`src/rtl/uart_pkg.sv`:
```
//------------------------------------------------------------------------------
// uart_pkg : shared UART types and defaults for the TX and RX paths
// Revision : 1.0
//------------------------------------------------------------------------------
`default_nettype none

package uart_pkg;

    typedef enum logic [1:0] {
        IDLE  = 2'd0,
        START = 2'd1,
        DATA  = 2'd2,
        STOP  = 2'd3
    } uart_state_e;

    // Defaults live here so both directions agree on the bit period.
    localparam int   UART_BAUD_DIV  = 2000;
    localparam int   UART_DATA_BITS = 8;
    localparam logic IDLE_LEVEL     = 1'b1;

endpackage

`default_nettype wire

```
`src/rtl/uart_tx_bit_timer.sv`:
```
//------------------------------------------------------------------------------
// uart_tx_bit_timer : reloadable per-bit down-counter, expires once per BAUD_DIV
// Revision : 1.0
//------------------------------------------------------------------------------
`default_nettype none

module uart_tx_bit_timer #(
    parameter int BAUD_DIV = 2000
) (
    input  logic clk,
    input  logic rst_n,
    input  logic load_i,
    input  logic en_i,
    output logic expire_o
);

    localparam int               CNT_W  = $clog2(BAUD_DIV);
    localparam logic [CNT_W-1:0] RELOAD = CNT_W'(BAUD_DIV - 1);

    logic [CNT_W-1:0] count_q;
    logic [CNT_W-1:0] count_d;

    always_comb begin
        count_d = count_q;
        if (load_i) begin
            count_d = RELOAD;
        end else if (en_i) begin
            count_d = (count_q == '0) ? RELOAD : count_q - 1'b1;
        end
    end

    always_ff @(posedge clk or negedge rst_n) begin
        if (!rst_n) begin
            count_q <= RELOAD;
        end else begin
            count_q <= count_d;
        end
    end

    assign expire_o = en_i && (count_q == '0);

endmodule

`default_nettype wire

```
`src/rtl/uart_tx.sv`:
```
//------------------------------------------------------------------------------
// uart_tx : 8N1-style UART transmitter with valid/ready byte input
// Revision : 1.0
//------------------------------------------------------------------------------
`default_nettype none

module uart_tx
    import uart_pkg::*;
#(
    parameter int BAUD_DIV  = UART_BAUD_DIV,
    parameter int DATA_BITS = UART_DATA_BITS
) (
    input  logic                 clk,
    input  logic                 rst_n,
    input  logic [DATA_BITS-1:0] tx_data,
    input  logic                 tx_valid,
    output logic                 tx_ready,
    output logic                 tx,
    output logic                 tx_busy,
    output logic                 tx_done
);

    localparam int             IDX_W    = $clog2(DATA_BITS);
    localparam logic [IDX_W-1:0] LAST_BIT = IDX_W'(DATA_BITS - 1);

    uart_state_e          state_q, state_d;
    logic [DATA_BITS-1:0] shift_q, shift_d;
    logic [IDX_W-1:0]     bit_idx_q, bit_idx_d;
    logic                 tx_q, tx_d;
    logic                 done_q, done_d;
    logic                 timer_load;
    logic                 timer_expire;

    uart_tx_bit_timer #(
        .BAUD_DIV (BAUD_DIV)
    ) u_bit_timer (
        .clk      (clk),
        .rst_n    (rst_n),
        .load_i   (timer_load),
        .en_i     (state_q != IDLE),
        .expire_o (timer_expire)
    );

    always_comb begin
        state_d    = state_q;
        shift_d    = shift_q;
        bit_idx_d  = bit_idx_q;
        tx_d       = tx_q;
        done_d     = 1'b0;
        timer_load = 1'b0;
        case (state_q)
            IDLE: begin
                tx_d = IDLE_LEVEL;
                if (tx_valid) begin
                    shift_d    = tx_data;
                    state_d    = START;
                    tx_d       = 1'b0;
                    timer_load = 1'b1;
                end
            end
            START: begin
                if (timer_expire) begin
                    state_d   = DATA;
                    tx_d      = shift_q[0];
                    bit_idx_d = '0;
                end
            end
            DATA: begin
                // The line is driven from shift_q[1] since the shift lands on the same edge.
                if (timer_expire) begin
                    shift_d = shift_q >> 1;
                    if (bit_idx_q == LAST_BIT) begin
                        state_d   = STOP;
                        tx_d      = IDLE_LEVEL;
                        bit_idx_d = '0;
                    end else begin
                        bit_idx_d = bit_idx_q + 1'b1;
                        tx_d      = shift_q[1];
                    end
                end
            end
            STOP: begin
                if (timer_expire) begin
                    state_d = IDLE;
                    done_d  = 1'b1;
                end
            end
            default: begin
                state_d = IDLE;
                tx_d    = IDLE_LEVEL;
            end
        endcase
    end

    always_ff @(posedge clk or negedge rst_n) begin
        if (!rst_n) begin
            state_q   <= IDLE;
            shift_q   <= '0;
            bit_idx_q <= '0;
            tx_q      <= IDLE_LEVEL;
            done_q    <= 1'b0;
        end else begin
            state_q   <= state_d;
            shift_q   <= shift_d;
            bit_idx_q <= bit_idx_d;
            tx_q      <= tx_d;
            done_q    <= done_d;
        end
    end

    assign tx       = tx_q;
    assign tx_done  = done_q;
    assign tx_busy  = (state_q != IDLE);
    assign tx_ready = (state_q == IDLE);

endmodule

`default_nettype wire

```
`config.mk`:
```
export PLATFORM = sky130hd
export DESIGN_NAME = uart_tx
export DESIGN_NICKNAME = d
export VERILOG_FILES = /design/src/rtl/uart_pkg.sv /design/src/rtl/uart_tx_bit_timer.sv /design/src/rtl/uart_tx.sv
export SDC_FILE = /design/constraint.sdc
export NUM_CORES = 1
export LEC_CHECK = 0
export ABC_CLOCK_PERIOD_IN_PS = 2420
export BUFFER_PORTS_ARGS = -buffer_cell sky130_fd_sc_hd__buf_2
export CAP_MARGIN = 20
export CELL_PAD_IN_SITES_DETAIL_PLACEMENT = 0
export CELL_PAD_IN_SITES_GLOBAL_PLACEMENT = 1
export CORE_ASPECT_RATIO = 1.5
export CORE_MARGIN = 5
export CORE_UTILIZATION = 46
export CTS_CLUSTER_DIAMETER = 50
export CTS_CLUSTER_SIZE = 12
export DETAILED_ROUTE_END_ITERATION = 8
export GPL_ROUTABILITY_DRIVEN = 1
export HOLD_SLACK_MARGIN = 0.12
export PLACE_DENSITY_LB_ADDON = 0.25
export SKIP_CTS_REPAIR_TIMING = 1
export SLEW_MARGIN = 40
export SYNTH_ARGS = -nofsm -noshare
export SYNTH_HDL_FRONTEND = slang
export SYNTH_SLANG_ARGS = --single-unit
```
`constraint.sdc`:
```
create_clock -name clk -period 2.42 [get_ports clk]
set_input_delay 0.484 -clock clk [delete_from_list [all_inputs] [get_ports clk]]
set_output_delay 0.484 -clock clk [all_outputs]
set_load 0.03 [all_outputs]
```
* Yosys cells after proc, flatten, opt, wreduce, memory -nomap -nowiden *
Cells that the tools add are included.

word-level totals
  input bits = 11
  logic and storage cells = 54
  register bits after elaboration = 26
  output and inout port bits = 4

cells by class
  equality and inequality tests = 9
  muxes and demuxes = 25
  add/sub/neg operators = 2
  reduce and logical (&&, ||, !) cells = 12

operators with widths
  operator               number
  $mux 11                3
  $mux 8                 2
  $pmux 8 s2             1
  $logic_not 11->1       1
  $sub 11x1->11 const B  1
  $mux 2                 5
  $ne 2x2->1 const B     5
  $mux 3                 3
  $reduce_and 3->1       3
  $mux 1                 8
  $pmux 2 s4             1
  $reduce_bool 2->1      4
  $pmux 3 s2             1
  $reduce_and 5->1       1
  $eq 2x2->1 const B     2
  $add 3x1->3 const B    1
  $eq 3x3->1 const B     1
  $pmux 1 s3             1
  $reduce_bool 3->1      1
  $eq 2x1->1 const B     1
  $logic_not 2->1        1
  $logic_and 1x1->1      1

* Depth between registers and ports, before layout *
  depth in word-level cells = 4
  gate-level depth with buffers = 7

* By module *
Synthesis repeated with hierarchy kept, for this count alone.

second synthesis, totals
  cells, all modules = 142
  area, all modules = 1552.7 um^2

modules (own cells, without submodules)
  module             area each (um^2)  seq. area each (um^2)  instances  cells an instance
  uart_tx            897.1             376.6                  1          73
  uart_tx_bit_timer  655.6             286.5                  1          69

* Worst setup path before layout *
OpenSTA, ideal clock, no wires.

  path type = flip-flop to flip-flop
  start = register state_q[0]
  end = register state_q[1]
  cell stages (with the launch flop) = 8
  arrival time = 1941 ps
  data required time = 2292 ps
  path slack = 352 ps
  cell sequence = dfrtp_1 -> inv_1 -> ha_1 -> nor2b_1 -> buf_2 -> nor4_1 -> a2bb2oi_2 -> mux2_1

on the way
  elaborated cells on any way between the ends = 13

RTL lines
  item                               line            source
  start: declaration                 uart_tx.sv:26   uart_state_e state_q, state_d;
  start signal: assignment           uart_tx.sv:103  state_q <= state_d;
  $logic_not 2->1 *                  n/a
  net tx_ready                       uart_tx.sv:17   output logic tx_ready,
  $ne 2x2->1 (no source line)        n/a
  $reduce_and 5->1 (no source line)  n/a

The timed path passes the listed nets; every way through them passes the cells marked *.
A chain may end at the register's enable or synchronous reset.

* Worst setup path in the final report *
  start = register state_q[0]
  end = register state_q[1]

on the way
  word-level cells in the longest chain between the ends = 4
  elaborated cells on any way between the ends = 13

ends and longest elaborated chain
  item                               line                     source
  $reduce_bool 2->1                  uart_tx.sv:40            .en_i (state_q != IDLE),
  $logic_and 1x1->1                  uart_tx_bit_timer.sv:40  assign expire_o = en_i && (count_q == '0);
  $ne 2x2->1 (no source line)        n/a
  $reduce_and 5->1 (no source line)  n/a

Parallel ways exist; a longest one is shown, timed or not.

==> summary.md <==
| Metric | Value |
|---|---|
| Critical path buffer and inverter count | `1` |
| Power Dens Cells | `1130 mW/mm2` |
| Mux cell area share after synthesis | `0.139` |
| Vias per inst | `about 5.7` |
| Max incr delay on CP | `0.41 ns` |
| Synthesized Nets | `approximately 160` |
| Post-synthesis compound-gate area fraction | `0.146` |
| Slowest CP cell | `dfrtp_1` |
| Commonest non-fill, non-tap cell in the layout | `mux2_2` |
| WP data required | `2.57 ns` |
| CTS tree | `yes` |
| Avg Inst Size Synth | `between 10 and 15 um2` |
| Detailed-route DRC error count | `0` |
| Yosys cell types | `43` |
| Nets | `175` |
| WL met2 | `1570 um` |
| GRT Util Overall | `0.144` |
| Antenna violations before repair | `0` |
| RSZ-0062 raised after global routing | `false` |
| Critical Path End Type | `flip-flop` |
| Crit path time final | `2.14 ns` |
| Yosys warnings | `0` |
| Routed wire length | `2920 um` |
| Largest net degree at the start of global routing | `27` |
| Chip Width | `57.2 um` |
| Crit Path Max Fanout | `7` |
| Worst slew margin | `0.617` |
| Most used DFF post-synth | `dfrtp_1` |
| Worst EP arrival | `2.29 ns` |
| Top delay family on crit path | `simple AND/OR/NAND/NOR gates` |
| Clk root buf | `clkbuf_8` |
| Adder-Cell Fraction of Synth Area | `0.0733` |
| Clk_lat worst skew | `0.27 ns` |
| Cells after synthesis | `between 100 and 150` |
| MaxCap Viol Count | `0` |
| P&R area growth vs syn | `11.4%` |
| Die H | `80.8 um` |
| Die area | `0.00462 mm2` |
| Met1 wire length | `1210 um` |
| Maximum clock rate | `0.467 GHz` |
| Final slew viol count | `0` |
| Crit-path cells | `inv_1 > ha_1 > nor3_1 > and3_1 > a2bb2oi_2 > mux2_1` |
| First-pass GRT wire length | `5240 um` |
| Worst-Margin Slew | `0.575 ns` |
| Antenna-violating nets left | `0` |
| Commonest non-fill, non-tap cells in the layout | `mux2_2 (17), dfrtp_1 (16), buf_2 (14)` |
| Clock sinks | `26` |
| LEAKAGE | `0.722 nW` |
| H-tree depth | `1` |
| Final setup TNS | `0 ns` |
| Post-synthesis xor/xnor area fraction | `0.00570` |
| Endpoints failing setup | `0` |
| Post-layout util | `0.536` |
| CTS buffer count | `3` |
| Vias | `1104` |
| Synthesized area | `about 0.0015 mm2` |
| Async S/R FF share, synth | `1.00` |
| Vias in the first global route | `1191` |
| WS Path Type | `flip-flop to flip-flop` |
| Final hold violations | `0` |
| Reg2Reg Setup Slack | `0.28 ns` |
| VDD IR max | `roughly 0.7 mV` |
| # IOs | `15` |
| Initial drt markers | `25` |
| Register area share after synthesis | `0.432` |
| Clock transition at the registers of the reported paths | `0.09 ns` |
| Status | `complete, no violations` |
| Worst Skew | `~0.011 ns` |
| Core Footprint | `0.00319 mm2` |
| Hold WS | `about 0.19 ns` |
| Crit share post-route | `0.884` |
| Drt wl/cell | `15.0 um` |
| Initial core utilization | `0.482` |
| Simple-Gate Fraction of Synth Area | `0.160` |
| Worst min path class | `primary input to asynchronous set/reset pin` |
| Grt total ovfl | `0` |
| Number of synthesized flops with an enable pin | `0` |
| DP Wirelength | `2230 um` |
| Final Power | `1.93 mW` |
| Gp weighted congestion | `0.866` |
| Startpoint types | `flip-flop` |
| Flops & latches, synth | `26` |
| Clk buf depth | `2` |
| Buffers on Ports | `14` |
| Largest family of logic cells by synthesized area | `simple AND/OR/NAND/NOR gates` |
| Max layer used | `met4` |
| Share of layout cells above drive strength 1 | `0.370` |
| Ant. Diodes | `0` |
| Met3 Wirelength | `94 um` |
| Row Count | `25` |
| 1st-pass router iterations | `4` |
## report_power, final
group	switching [mW]	total [mW]	internal, mW
combinational	0.453	0.841	0.388
sequential	0.126	0.734	0.608
clock	0.137	0.358	0.221
total	0.716	1.93	1.22
## path summary, 6_finish.rpt
check	to	depth (start not counted)	from
worst max-delay path	state_q[1]	6	state_q[0]
worst min-delay path	u_bit_timer.count_q[5]	1	rst_n
worst max register to register	state_q[1]	6	state_q[0]
worst min register to register	bit_idx_q[1]	1	bit_idx_q[1]
max in group asynchronous	state_q[0]	1	rst_n
min in group clk	bit_idx_q[1]	1	bit_idx_q[1]
## layout make-up
class                      count  area [um2]
tap                           40        50.0
multi-input combinational     99         805
sequential                    26         663
clock inverter                 1        30.0
clock buffer                   3        41.3
timing repair buffer          17        92.6
fill                         310        1480
inverter                       8        30.0
## logic make-up after synthesis
logic type,count (synthesis)
buf+inv,13
xor+xnor,1
mux,19
flops,26
compound gates,29
fa+ha+maj,9
simple gates,41
## state kept, by name (all words and copies together), names as in the netlist
| register | count |
|---|---|
| bit_idx_q | 3 |
| tx_done | 1 |
| shift_q | 8 |
| state_q | 2 |
| u_bit_timer.count_q | 11 |
| tx | 1 |
## metal layers
layer / track usage / vias up
met5: 0 / -
met4: 0.0510 / 0
met3: 0.0238 / 5
met2: 0.265 / 20
met1: 0.166 / 541
li1: - / 538
## cells in the mapped netlist, types with 2 or more instances
library cell	instances	area, um2
nand2_1	11	41.3
nor3_1	5	25.0
inv_1	7	26.3
ha_1	9	113
mux2_1	2	22.5
nand3_1	3	15.0
nor2b_1	3	18.8
dfrtp_1	16	400
a21oi_1	8	40.0
o21a_1	3	22.5
o21ai_0	3	15.0
nor2_1	5	18.8
buf_4	3	22.5
o31ai_1	2	15.0
nand4_1	4	25.0
dfstp_2	10	263
a32o_1	2	20.0
mux2_2	17	191
## through the flow
step | setup slack, ns | cell area [um2] | cells
finish | 0.281 | 1710 | 194
global route | 0.0631 | 1710 | 194
global placement | 0.419 | 1640 | 190
CTS | 0.289 | 1710 | 194
detailed placement | 0.312 | 1640 | 190
floorplan | 0.352 | 1540 | 138
Note: power is estimated with default switching activity, not from simulation.
